$ cat src/rtl/axi_pkg.sv
// Shared AXI encodings and responder state type for the instruction-fetch
// read path; imported by the responder and its address generator.
package axi_pkg;

  localparam logic [1:0] BURST_FIXED = 2'd0;
  localparam logic [1:0] BURST_INCR  = 2'd1;
  localparam logic [1:0] BURST_WRAP  = 2'd2;
  localparam logic [1:0] BURST_RSVD  = 2'd3;

  localparam logic [1:0] RESP_OKAY   = 2'b00;
  localparam logic [1:0] RESP_SLVERR = 2'b10;
  localparam logic [1:0] RESP_DECERR = 2'b11;

  typedef enum logic [1:0] {
    ST_IDLE  = 2'd0,
    ST_WAIT  = 2'd1,
    ST_ISSUE = 2'd2,
    ST_BEAT  = 2'd3
  } state_e;

  // WRAP bursts are only legal with 2, 4, 8 or 16 beats
  function automatic logic wrap_len_ok(input logic [7:0] len);
    wrap_len_ok = (len == 8'd1) || (len == 8'd3) || (len == 8'd7) || (len == 8'd15);
  endfunction

endpackage

$ cat src/rtl/axi_burst_addr.sv
// Combinational next-beat byte address for FIXED/INCR/WRAP bursts; shared
// between the read and write responders.
module axi_burst_addr
  import axi_pkg::*;
#(
  parameter int ADDR_W = 32
) (
  input  logic [ADDR_W-1:0] i_addr,
  input  logic [2:0]        i_size,
  input  logic [7:0]        i_len,
  input  logic [1:0]        i_burst,
  output logic [ADDR_W-1:0] o_next_addr
);

  localparam logic [ADDR_W-1:0] ONE = {{(ADDR_W-1){1'b0}}, 1'b1};

  logic [ADDR_W-1:0] w_step;
  logic [ADDR_W-1:0] w_incr;
  logic [ADDR_W-1:0] w_bound;
  logic [ADDR_W-1:0] w_mask;

  assign w_step  = ONE << i_size;
  assign w_incr  = i_addr + w_step;
  assign w_bound = ({{(ADDR_W-8){1'b0}}, i_len} + ONE) << i_size;
  assign w_mask  = w_bound - ONE;

  // Reserved burst type holds the address like FIXED
  always_comb begin
    case (i_burst)
      BURST_FIXED: o_next_addr = i_addr;
      BURST_INCR:  o_next_addr = w_incr;
      BURST_WRAP:  o_next_addr = (i_addr & ~w_mask) | (w_incr & w_mask);
      default:     o_next_addr = i_addr;
    endcase
  end

endmodule

$ cat src/rtl/axi_read_responder.sv
// AXI4 AR/R responder serving bursts from a 1-cycle-latency single-port SRAM,
// with optional first-beat delay and DECERR/SLVERR reporting.
module axi_read_responder
  import axi_pkg::*;
#(
  parameter int                ADDR_W = 32,
  parameter int                DATA_W = 32,
  parameter int                ID_W   = 4,
  parameter int                MEM_AW = 16,
  parameter logic [ADDR_W-1:0] BASE   = 32'h8000_0000,
  parameter int                DELAY  = 0
) (
  input  logic              i_clock,
  input  logic              i_reset,
  input  logic              i_arvalid,
  output logic              o_arready,
  input  logic [ADDR_W-1:0] i_araddr,
  input  logic [ID_W-1:0]   i_arid,
  input  logic [7:0]        i_arlen,
  input  logic [2:0]        i_arsize,
  input  logic [1:0]        i_arburst,
  output logic              o_rvalid,
  input  logic              i_rready,
  output logic [DATA_W-1:0] o_rdata,
  output logic [1:0]        o_rresp,
  output logic              o_rlast,
  output logic [ID_W-1:0]   o_rid,
  output logic              o_mem_en,
  output logic [MEM_AW-1:0] o_mem_addr,
  input  logic [DATA_W-1:0] i_mem_rdata
);

  localparam int              LG_BYTES  = $clog2(DATA_W / 8);
  localparam logic [2:0]      MAX_SIZE  = 3'(LG_BYTES);
  localparam logic [ADDR_W:0] MEM_TOP   = {1'b0, BASE} + ((ADDR_W+1)'(DATA_W / 8) << MEM_AW);
  localparam logic [3:0]      WAIT_INIT = 4'((DELAY > 0) ? DELAY - 1 : 0);

  function automatic logic [MEM_AW-1:0] word_addr(input logic [ADDR_W-1:0] a);
    word_addr = MEM_AW'((a - BASE) >> LG_BYTES);
  endfunction

  state_e             r_state;
  logic               r_arready;
  logic               r_rvalid;
  logic               r_rlast;
  logic [1:0]         r_rresp;
  logic [ID_W-1:0]    r_rid;
  logic [ADDR_W-1:0]  r_addr;
  logic [7:0]         r_len;
  logic [2:0]         r_size;
  logic [1:0]         r_burst;
  logic [7:0]         r_beat;
  logic [3:0]         r_wait;

  logic [ADDR_W-1:0]  w_next_addr;
  logic               w_decerr;
  logic               w_slverr;
  logic [1:0]         w_resp;
  logic               w_mem_en;
  logic [MEM_AW-1:0]  w_mem_addr;
  logic               w_sram_ok;
  logic [7:0]         w_beat_inc;

  axi_burst_addr #(
    .ADDR_W (ADDR_W)
  ) u_burst_addr (
    .i_addr      (r_addr),
    .i_size      (r_size),
    .i_len       (r_len),
    .i_burst     (r_burst),
    .o_next_addr (w_next_addr)
  );

  assign w_decerr = ({1'b0, i_araddr} < {1'b0, BASE}) || ({1'b0, i_araddr} >= MEM_TOP);
  assign w_slverr = (i_arsize > MAX_SIZE) || (i_arburst == BURST_RSVD) ||
                    ((i_arburst == BURST_WRAP) && !wrap_len_ok(i_arlen));
  assign w_sram_ok  = (r_rresp != RESP_DECERR);
  assign w_beat_inc = r_beat + 8'd1;

  // Response code for an incoming AR; a decode miss outranks a protocol error
  always_comb begin
    if (w_decerr) begin
      w_resp = RESP_DECERR;
    end else if (w_slverr) begin
      w_resp = RESP_SLVERR;
    end else begin
      w_resp = RESP_OKAY;
    end
  end

  // SRAM port: prefetch the next beat in the same cycle the current one is taken
  always_comb begin
    w_mem_en   = 1'b0;
    w_mem_addr = {MEM_AW{1'b0}};
    case (r_state)
      ST_ISSUE: begin
        w_mem_en   = w_sram_ok;
        w_mem_addr = word_addr(r_addr);
      end
      ST_BEAT: begin
        w_mem_en   = w_sram_ok && i_rready && !r_rlast;
        w_mem_addr = word_addr(w_next_addr);
      end
      default: begin
        w_mem_en   = 1'b0;
        w_mem_addr = {MEM_AW{1'b0}};
      end
    endcase
  end

  // Burst sequencer with registered AR/R handshake outputs
  always_ff @(posedge i_clock or posedge i_reset) begin
    if (i_reset) begin
      r_state   <= ST_IDLE;
      r_arready <= 1'b0;
      r_rvalid  <= 1'b0;
      r_rlast   <= 1'b0;
      r_rresp   <= RESP_OKAY;
      r_rid     <= {ID_W{1'b0}};
      r_addr    <= {ADDR_W{1'b0}};
      r_len     <= 8'd0;
      r_size    <= 3'd0;
      r_burst   <= BURST_FIXED;
      r_beat    <= 8'd0;
      r_wait    <= 4'd0;
    end else begin
      case (r_state)
        ST_IDLE: begin
          if (r_arready && i_arvalid) begin
            r_arready <= 1'b0;
            r_addr    <= i_araddr;
            r_rid     <= i_arid;
            r_len     <= i_arlen;
            r_size    <= i_arsize;
            r_burst   <= i_arburst;
            r_rresp   <= w_resp;
            r_wait    <= WAIT_INIT;
            r_state   <= (DELAY > 0) ? ST_WAIT : ST_ISSUE;
          end else begin
            r_arready <= 1'b1;
          end
        end
        ST_WAIT: begin
          if (r_wait == 4'd0) begin
            r_state <= ST_ISSUE;
          end else begin
            r_wait <= r_wait - 4'd1;
          end
        end
        ST_ISSUE: begin
          r_rvalid <= 1'b1;
          r_rlast  <= (r_len == 8'd0);
          r_beat   <= 8'd0;
          r_state  <= ST_BEAT;
        end
        ST_BEAT: begin
          if (i_rready) begin
            if (r_rlast) begin
              r_rvalid  <= 1'b0;
              r_rlast   <= 1'b0;
              r_arready <= 1'b1;
              r_state   <= ST_IDLE;
            end else begin
              r_beat  <= w_beat_inc;
              r_rlast <= (w_beat_inc == r_len);
              r_addr  <= w_next_addr;
            end
          end else begin
            r_state <= ST_BEAT;
          end
        end
        default: begin
          r_state   <= ST_IDLE;
          r_arready <= 1'b0;
          r_rvalid  <= 1'b0;
          r_rlast   <= 1'b0;
        end
      endcase
    end
  end

  assign o_arready  = r_arready;
  assign o_rvalid   = r_rvalid;
  assign o_rlast    = r_rlast;
  assign o_rresp    = r_rresp;
  assign o_rid      = r_rid;
  assign o_rdata    = (r_rvalid && w_sram_ok) ? i_mem_rdata : {DATA_W{1'b0}};
  assign o_mem_en   = w_mem_en;
  assign o_mem_addr = w_mem_addr;

endmodule
$ cat config.mk
export PLATFORM = sky130hd
export DESIGN_NAME = axi_read_responder
export DESIGN_NICKNAME = d
export VERILOG_FILES = /design/src/rtl/axi_pkg.sv /design/src/rtl/axi_burst_addr.sv /design/src/rtl/axi_read_responder.sv
export SDC_FILE = /design/constraint.sdc
export NUM_CORES = 1
export LEC_CHECK = 0
export BUFFER_PORTS_ARGS = -buffer_cell sky130_fd_sc_hd__buf_2
export CORE_MARGIN = 3
export CORE_UTILIZATION = 49
export CTS_CLUSTER_DIAMETER = 60
export CTS_CLUSTER_SIZE = 10
export DETAILED_ROUTE_END_ITERATION = 8
export PLACE_DENSITY = 0.78
export RECOVER_POWER = 100
export SYNTH_ARGS = -nofsm -noshare
export SYNTH_HDL_FRONTEND = slang
export SYNTH_SLANG_ARGS = --single-unit
$ cat constraint.sdc
create_clock -name i_clock -period 3.3 [get_ports i_clock]
set_input_delay 0 -clock i_clock [delete_from_list [all_inputs] [get_ports i_clock]]
set_output_delay 0 -clock i_clock [all_outputs]
set_load 0.005 [all_outputs]
==> results.sh, run 1 <==
export IMPL_fmax_mhz=287
export IMPL_synth_top_area_share_pct=24.6
export IMPL_p_leak_nw=3.59
export IMPL_worst_slack_ps=-188
export IMPL_worstReg2RegEnd="r_addr[7]"
export IMPL_r2r_slack_ps=-20
export IMPL_gp_congestion=0.956
export IMPL_grt_usage_pct=30.7
export IMPL_ys_seq_area_share_pct=24.6
export IMPL_antenna_cells=0
export IMPL_num_vias=6758
export IMPL_start_kind="flip-flop"
export IMPL_gr_total_overflow=0
export IMPL_synth_common_cells="nand2_1 (112), nor2_1 (73), o21ai_0 (56), dfrtp_1 (54), a21oi_1 (43)"
export IMPL_coreArea_sq_mm=0.0109
export IMPL_dr_pass1_iters=6
export IMPL_drtIter0Drc=739
export IMPL_drive_above_1_share_pct=35.3
export IMPL_die_area_sq_mm=0.0125
export IMPL_violations="hold timing, capacitance limit, slew limit, setup timing"
export IMPL_whs_path_depth=4
export IMPL_fin_tns_setup_ps=-848
export IMPL_grt_start_max_net_pins=33
export IMPL_switchingPower_uw=821
export IMPL_setup_viol=12
export IMPL_cts_tree="built"
export IMPL_drc=0
export IMPL_post_dp_hpwl_mm=13.9
export IMPL_portBuffers=142
export IMPL_die_h_microns=112
export IMPL_pin_count=143
export IMPL_place_ws_ps=56.9
export IMPL_clk_pin_slew_worst_paths_ps=130
export IMPL_async_flop_share_pct=100
export IMPL_dpl_cell_area_sq_mm=0.00661
export IMPL_synth_cell_types=95
export IMPL_synth_edff_count=0
export IMPL_syn_cell_area_sq_mm=0.00549
export IMPL_place_inst=1032
export IMPL_holdPathEnd="r_addr[17]"
export IMPL_maxCapViolations=1
export IMPL_cts_sinks=54
export IMPL_grt_pass1_wl_mm=31.5
export IMPL_antenna_found_initial=0
export IMPL_start_util_pct=50.4
export IMPL_finalHoldViolations=2
export IMPL_pwr_share_clk_pct=21.0
export IMPL_irDropWorstVdd_mv=0.238
export IMPL_ys_flop_type="dfrtp_1"
export IMPL_antenna_left=0
export IMPL_p_per_area_mw_per_mm2=270
export IMPL_hold_slack_ps=-10.0
export IMPL_wire_per_inst_microns=18.8
export IMPL_yosysWarnings=0
export IMPL_root_buffer="clkbuf_8"
export IMPL_vias_per_cell=6.09
export IMPL_max_slew_margin_pct=-8.85
export IMPL_clk_latency_ps=340
export IMPL_slew_viol_final=31
export IMPL_worst_setup_path_type="flip-flop to primary output"
export IMPL_layout_cells_non_filler=1110
export IMPL_syn_inst=736
export IMPL_critPathArrivalTime_ps=3490
export IMPL_rsz0062_at_grt="true"
export IMPL_synth_most_common_cell="nand2_1"
export IMPL_die_w_microns=112
export IMPL_worst_pin_slew_ps=1630
export IMPL_grt_pass1_vias=6316
export IMPL_clock_skew_ps=12.5
export IMPL_period_needed_ps=3490
export IMPL_hold_path_class="input pin to flip-flop"
export IMPL_critPathCaptureType="primary output"
export IMPL_fin_crit_sh_pct=106
export IMPL_worstHoldStart="i_araddr[17]"
export IMPL_cts_made_buffers=5
export IMPL_required_ps=3300
export IMPL_cp_max_fo=5
export IMPL_synth_nets=837
export IMPL_design_area_sq_mm=0.00786
export IMPL_power_frac_comb_pct=38.4
export IMPL_synth_area_leader_cell="dfrtp_1"
export IMPL_internal_power_mw=1.30
export IMPL_rr_worst_depth=14
export IMPL_synthToLayoutAreaGrowth_pct=43.2
export IMPL_synth_seq_cells=54
export IMPL_ys_top_cells_by_area="dfrtp_1 (25%), nand2_1 (7.7%), o21ai_0 (5.1%), nor2_1 (5.0%), and2_1 (4.0%)"
export IMPL_status="complete, but fails checks"
export IMPL_cts_htree_levels=2
export IMPL_syn_avg_cell_area_sq_um=7.46
export IMPL_r2r_start="r_len[1]"
export IMPL_nets=1070
export IMPL_cts_buffer_depth=2
export IMPL_routed_wl_mm=20.9
export IMPL_switching_share_pct=38.6
export IMPL_rows=38
export IMPL_pwr_share_seq_pct=40.6
[flip-flops by register name, summed over array words and instances, names as in the netlist]
register,cells
o_rresp,2
o_rid,4
r_beat,8
r_burst,2
r_wait,4
o_rvalid,1
r_size,3
r_state,2
o_arready,1
r_len,8
r_addr,18
o_rlast,1
[layout by cell type, fill, tap and decap left out, drive strengths merged, types with 4 or more instances in the layout]
cell type    Yosys  layout
o211ai           8       8
nand3           19      19
o22ai            6       6
and2            35      35
dfrtp           54      54
o31ai            5       5
o21ai           62      62
nor2            74      74
a31oi           10      10
mux2i            5       5
and3             8       8
xnor2           21      21
o311ai           8       8
o21a             7       7
inv             33      35
nand2b           6       6
o221ai           4       4
nor3            13      13
o31a             4       4
dlygate4sd3      0      29
a21o            12      12
clkbuf          30      23
o32ai            4       4
a21oi           44      44
nand2          112     112
nor4            12      12
a32oi            4       4
buf             15     224
nor2b            8       8
nand4            8       8
or3              5       5
a211oi          15      15
ha              15      15
xor2            15      15
[per-layer routing]
metal  track usage, %  up-vias  wire length [microns]
met5                0        -                      0
met4             8.60        0                    769
met3             4.40       79                   1680
met2             54.6      415                  10400
met1             38.9     3147                   7980
li1                 -     3117                      -
[timing repair]
action                                  4_1_cts  5_1_grt
buffers inserted                             19       23
hold buffers                                 29        0
hold endpoints to repair                     53        0
gates resized for setup                      72       55
pin swaps                                    38       41
endpoints found under the setup margin       12       16
[cell type report]
| class | count | area [sq um] |
|---|---|---|
| Tap cell | 140 | 175 |
| Timing Repair Buffer | 271 | 1780 |
| Multi-Input combinational cell | 601 | 4320 |
| Fill cell | 799 | 3030 |
| Inverter | 36 | 136 |
| Clock buffer | 5 | 68.8 |
| Clock inverter | 3 | 27.5 |
| Sequential cell | 54 | 1360 |
[worst max-delay path by stage]
stage	start	to	slack (ps)	cells after the start
after detailed placement	r_len[0]	o_mem_addr[12]	60	15
after global routing	r_len[1]	o_mem_addr[9]	-330	13
after CTS	r_len[1]	o_mem_addr[9]	-60	13
final	r_len[1]	o_mem_addr[5]	-190	13
after global placement	r_len[0]	o_mem_addr[9]	90	13
after floorplan	r_len[0]	o_mem_addr[12]	120	15
[stage by stage]
stage	util [%]	total power [mW]
after global routing	72.2	2.24
after floorplan	-	1.26
after global placement	60.7	1.55
final	72.2	2.13
after detailed placement	60.7	1.57
after CTS	68.6	2.04
[power by group through the flow]
stage / clock network [mW] / logic (mW) / registers, mW
after floorplan: 0 / 0.437 / 0.821
after global placement: 0 / 0.693 / 0.861
after detailed placement: 0 / 0.704 / 0.864
after CTS: 0.438 / 0.755 / 0.851
after global routing: 0.464 / 0.903 / 0.874
final: 0.447 / 0.815 / 0.863
[cells by family (layout without fill, tap and decap cells)]
group,count (synthesis),in the layout,share of synthesized area [%]
DFF,54,54,24.6
muxes,8,8,1.53
adders and majority gates,16,16,3.78
xor gates and xnor gates,36,36,6.36
AOI/OAI and AO/OA,219,219,27.6
and+or+nand+nor,322,322,29.7
buffers and inverters,81,315,6.38
[critical path, stage by stage, from the launching register on]
cell and delay (ps):
dfrtp_2 460, ha_4 200, xor2_4 170, o211ai_1 290, o2111ai_4 210, a211o_1 330, buf_4 170, buf_6 110
o31a_1 290, nor2_2 110, mux2_4 310, a221oi_2 270, a21o_1 130, buf_2 120
No activity file was read; power rests on OpenSTA's default activity.
==> run 2: changes to the inputs <==
CORE_UTILIZATION = 51   (was 49)
SYNTH_HIERARCHICAL = 1   (was unset)
==> run 2 against run 1 <==
The flow finishes with violations (setup timing). Global-route usage grew 1.7 points. Clock skew shrank 4.7 ps. Non-clock buffer count grew 23. Register-to-register slack is essentially flat. Critical path type unchanged. Critical endpoint is now o_mem_addr[6].
==> results.sh, run 2 <==
export IMPL_dr_pass1_iters=6
export IMPL_root_buffer="clkbuf_8"
export IMPL_coreArea_sq_mm=0.0104
export IMPL_final_util_pct=76.3
export IMPL_syn_cell_area_sq_mm=0.00553
export IMPL_hold_path_class="input pin to flip-flop"
export IMPL_critPathCaptureType="primary output"
export IMPL_vias_per_cell=6.04
export IMPL_maxCapViolations=0
export IMPL_irDropWorstVdd_mv=0.407
export IMPL_grt_start_max_net_pins=37
export IMPL_violations="setup timing"
export IMPL_drc=0
export IMPL_fmax_mhz=279
export IMPL_cts_made_buffers=5
export IMPL_worst_pin_slew_ps=1240
export IMPL_synth_nets=813
export IMPL_slew_viol_final=0
export IMPL_nets=1058
export IMPL_gp_congestion=0.959
export IMPL_wire_per_inst_microns=18.6
export IMPL_status="complete, but fails checks"
export IMPL_cp_max_fo=6
export IMPL_holdPathEnd="o_rvalid"
export IMPL_routed_wl_mm=20.4
export IMPL_regMostFlops="r_addr"
export IMPL_syn_avg_cell_area_sq_um=7.77
export IMPL_setup_viol=13
export IMPL_finalHoldViolations=0
export IMPL_max_slew_margin_pct=17.5
export IMPL_grt_pass1_wl_mm=31.5
export IMPL_worst_slack_ps=-288
export IMPL_rsz0062_at_grt="true"
export IMPL_required_ps=3300
export IMPL_cts_htree_levels=2
export IMPL_die_area_sq_mm=0.0121
export IMPL_cts_sinks=54
export IMPL_worstReg2RegEnd="r_addr[16]"
export IMPL_synthToLayoutAreaGrowth_pct=43.6
export IMPL_clk_pin_slew_worst_paths_ps=120
export IMPL_start_util_pct=53.1
export IMPL_cts_tree="built"
export IMPL_grt_usage_pct=32.5
export IMPL_rr_worst_depth=16
export IMPL_period_needed_ps=3590
export IMPL_pin_count=143
export IMPL_clk_latency_ps=320
export IMPL_clock_skew_ps=7.84
export IMPL_num_vias=6613
export IMPL_p_per_area_mw_per_mm2=732
export IMPL_gr_total_overflow=0
export IMPL_die_w_microns=110
export IMPL_rows=37
export IMPL_largest_reg_flops=18
export IMPL_worst_setup_path_type="flip-flop to primary output"
export IMPL_p_leak_nw=3.74
export IMPL_drive_above_1_share_pct=35.3
export IMPL_dpl_cell_area_sq_mm=0.00678
export IMPL_critPathArrivalTime_ps=3590
export IMPL_post_dp_hpwl_mm=14.2
export IMPL_start_kind="flip-flop"
export IMPL_grt_pass1_vias=6333
export IMPL_die_h_microns=110
export IMPL_portBuffers=142
export IMPL_syn_inst=712
export IMPL_antenna_left=0
export IMPL_r2r_start="r_size[0]"
export IMPL_fin_crit_sh_pct=109
export IMPL_yosysWarnings=6
export IMPL_final_cell_mix="buf_2 (118), buf_4 (102), nand2_1 (73), nor2_1 (61), dfrtp_1 (49)"
export IMPL_r2r_slack_ps=-20
export IMPL_drtIter0Drc=587
export IMPL_worstHoldStart="i_rready"
export IMPL_antenna_found_initial=0
export IMPL_whs_path_depth=3
export IMPL_reg_top3="r_addr (18), r_beat (8), r_len (8)"
export IMPL_design_area_sq_mm=0.00795
export IMPL_cts_buffer_depth=2
export IMPL_final_common_cell="buf_2"
run 2: through the flow:
stage | hold slack (ps) | power (mW) | worst slack [ps] | TNS, ps | cells
2_1_floorplan | 135 | 3.38 | 7.23 | 0 | 712
3_3_place_gp | 23.0 | 4.59 | -2.81 | -2.81 | 1015
3_5_place_dp | 32.8 | 4.64 | -46.9 | -155 | 1015
4_1_cts | 27.1 | 5.41 | -244 | -1230 | 1077
5_1_grt | 52.3 | 6.22 | -455 | -4520 | 1094
6_report | 46.0 | 5.82 | -288 | -2120 | 1095
run 2: worst max-delay path, stage by stage, from the launching register on:
cell	delay, ps
dfrtp_1	410
buf_4	140
buf_4	130
inv_4	80
buf_6	120
nor3_1	50
buf_4	140
ha_2	200
or4_4	550
o21ai_2	120
a31oi_4	80
buf_4	160
buf_4	120
buf_4	130
buf_4	130
buf_4	130
a21oi_2	140
a211oi_2	70
mux2i_1	150
nor2_1	60
buf_2	140
run 2: report_power, final:
| group | internal [mW] | switching, mW | leakage, nW |
|---|---|---|---|
| Combinational | 1.96 | 2.23 | 2.99 |
| Clock | 0.179 | 0.261 | 0.0537 |
| Sequential | 0.848 | 0.338 | 0.704 |
run 2: repair_timing:
action / 4_1_cts / 5_1_grt
pin swaps: 14 / 15
endpoints found under the hold margin: 55 / 0
gates resized for setup: 58 / 43
setup endpoints to repair: 17 / 24
gates cloned: 0 / 1
hold buffers: 36 / 0
setup buffers: 18 / 16
run 2: area by class of cell:
cell class / count / area [sq um]
tap: 136 / 170
clock inverter: 2 / 20.0
fill: 760 / 2470
timing repair buffer: 294 / 1960
inverter: 22 / 87.6
clock buffer: 6 / 82.6
multi-input combinational: 580 / 4270
sequential: 54 / 1360
antenna: 1 / 2.50
run 2: worst max path at each step:
stage | start | end | slack [ps] | cells past startpoint
after detailed placement | r_len[0] | o_mem_addr[12] | -50 | 14
after global routing | r_len[1] | o_mem_addr[12] | -460 | 15
after global placement | r_len[0] | o_mem_addr[12] | -3 | 14
after CTS | r_len[0] | o_mem_addr[12] | -240 | 13
after floorplan | r_len[0] | r_addr[15] | 7 | 17
final | r_size[0] | o_mem_addr[6] | -290 | 20
run 2: metal layers:
layer / track usage, % / wire length (microns)
met1: 43.9 / 8580
met2: 54.2 / 10000
met3: 4.08 / 1270
met4: 10.1 / 503
met5: 0 / 0
==> run 3: changes to the inputs <==
CORE_MARGIN = 2   (was 3)
clock period = 3.02 ns   (was 3.3 ns; I/O delays follow)
==> run 3 against run 2 <==
The run still ends with setup timing left. Combinational power grew 32%. Cell count increased by 4.2%. Register-to-register slack lost 480 ps. Total power is 25% higher. Non-clock buffer count rose by 44. Clock skew rose by 5.0 ps.
==> results.sh, run 3 (synthesized netlist as in run 2, its figures left out) <==
export IMPL_status="complete, but fails checks"
export IMPL_violations="setup timing"
export IMPL_hold_slack_ps=55.5
export IMPL_switchingPower_mw=3.53
export IMPL_antenna_found_initial=0
export IMPL_power_mw=7.27
export IMPL_die_area_sq_mm=0.0117
export IMPL_root_buffer="clkbuf_8"
export IMPL_portBuffers=142
export IMPL_pwr_share_seq_pct=17.8
export IMPL_grt_usage_pct=35.1
export IMPL_final_util_pct=79.4
export IMPL_final_common_cell="buf_4"
export IMPL_rr_worst_depth=15
export IMPL_required_ps=3020
export IMPL_routed_wl_mm=22.4
export IMPL_nets=1102
export IMPL_antenna_left=0
export IMPL_period_needed_ps=3730
export IMPL_rsz0062_at_grt="true"
export IMPL_vias_per_cell=6.35
export IMPL_worst_setup_path_type="flip-flop to primary output"
export IMPL_whs_path_depth=4
export IMPL_switching_share_pct=48.6
export IMPL_final_cell_mix="buf_4 (140), buf_2 (138), nand2_1 (71), nor2_1 (59), dfrtp_1 (46)"
export IMPL_gr_total_overflow=0
export IMPL_grt_pass1_vias=6812
export IMPL_cts_buffer_depth=2
export IMPL_pwr_share_clk_pct=5.7
export IMPL_cp_max_fo=9
export IMPL_drtIter0Drc=882
export IMPL_largest_reg_flops=18
export IMPL_reg_top3="r_addr (18), r_beat (8), r_len (8)"
export IMPL_start_kind="flip-flop"
export IMPL_slew_viol_final=0
export IMPL_fmax_mhz=268
export IMPL_fin_crit_sh_pct=124
export IMPL_cts_htree_levels=2
export IMPL_hold_path_class="input pin to flip-flop"
export IMPL_die_h_microns=108
export IMPL_irDropWorstVdd_mv=0.820
export IMPL_clk_pin_slew_worst_paths_ps=90
export IMPL_internal_power_mw=3.74
export IMPL_clk_latency_ps=330
export IMPL_worst_pin_slew_ps=1180
export IMPL_clock_skew_ps=12.9
export IMPL_num_vias=7247
export IMPL_drive_above_1_share_pct=42.5
export IMPL_critPathArrivalTime_ps=3730
export IMPL_cts_sinks=54
export IMPL_grt_pass1_wl_mm=32.8
export IMPL_p_leak_nw=4.11
export IMPL_wire_per_inst_microns=19.6
export IMPL_finalHoldViolations=0
export IMPL_pin_count=143
export IMPL_max_slew_margin_pct=21.3
export IMPL_worst_slack_ps=-714
export IMPL_setup_viol=29
export IMPL_critPathCaptureType="primary output"
export IMPL_p_per_area_mw_per_mm2=855
export IMPL_gp_congestion=0.989
export IMPL_cts_tree="built"
export IMPL_die_w_microns=108
export IMPL_coreArea_sq_mm=0.0107
export IMPL_grt_start_max_net_pins=37
export IMPL_dr_pass1_iters=6
export IMPL_post_dp_hpwl_mm=14.1
export IMPL_regMostFlops="r_addr"
export IMPL_drc=0
export IMPL_maxCapViolations=0
export IMPL_synthToLayoutAreaGrowth_pct=53.6
export IMPL_cts_made_buffers=5
export IMPL_fin_tns_setup_ps=-10010
export IMPL_power_frac_comb_pct=76.4
export IMPL_rows=38
export IMPL_start_util_pct=51.7
export IMPL_nFillCells=672
export IMPL_antenna_cells=0
==> run 3: metrics by stage <==
stage	worst slack (ps)	std cells	instance area [sq um]
global route	-903	1141	8500
global placement	-169	1045	7060
CTS	-469	1124	8140
floorplan	-64.1	712	5650
finish	-714	1141	8500
detailed placement	-281	1045	7060
==> run 3: area by class of cell <==
cell class	instances	area, sq um	area share (%)
Timing Repair Buffer	338	2340	27.5
Clock inverter	2	10.0	0.118
Inverter	22	83.8	0.986
Clock buffer	5	68.8	0.810
Tap cell	140	175	2.06
Sequential cell	54	1360	16.0
Multi-Input combinational cell	580	4460	52.5
==> run 3: final timing paths <==
check / from / endpoint / slack [ps]
max: r_size[0] / o_mem_addr[13] / -710
min in group asynchronous: i_reset / r_state[1] / 520
max reg2reg: r_len[0] / r_addr[14] / -500
min reg2reg: o_rid[0] / o_rid[0] / 500
max in group asynchronous: i_reset / r_size[1] / 1020
min: i_araddr[23] / o_rresp[0] / 60
==> run 3: per-layer routing <==
metal | vias to the layer above | part of all wire [%] | GRT usage, %
met4 | 0 | 4.6 | 14.0
li1 | 3170 | - | -
met2 | 513 | 49 | 61.9
met5 | - | 0 | 0
met3 | 134 | 8.8 | 6.75
met1 | 3430 | 38 | 41.9
==> run 3: repair_timing <==
action                     CTS  global route
resized for setup           90            45
setup endpoints to repair   27            30
setup buffers               37            18
hold endpoints to repair    64             0
pin swaps                   32            41
hold buffers                36             0
==> run 3: power groups by stage <==
stage	clock, mW	combinational, mW	sequential, mW
after floorplan	0	2.62	1.16
after global placement	0	3.89	1.26
after detailed placement	0	4.01	1.29
after CTS	0.419	4.90	1.27
after global routing	0.458	5.87	1.33
final	0.416	5.55	1.30
==> run 3: worst max-delay path, cell delays in order (launching register included) <==
cell	delay (ps)
dfrtp_2	470
buf_12	160
buf_6	130
or2_2	280
o221a_4	240
nor3_1	240
o21ai_2	110
and4bb_2	260
buf_6	120
nand4_1	120
nor3_2	60
ha_1	350
nor4_2	240
a21oi_1	70
nor2_1	150
nor2_1	80
mux2i_1	130
nor2_1	60
buf_2	140
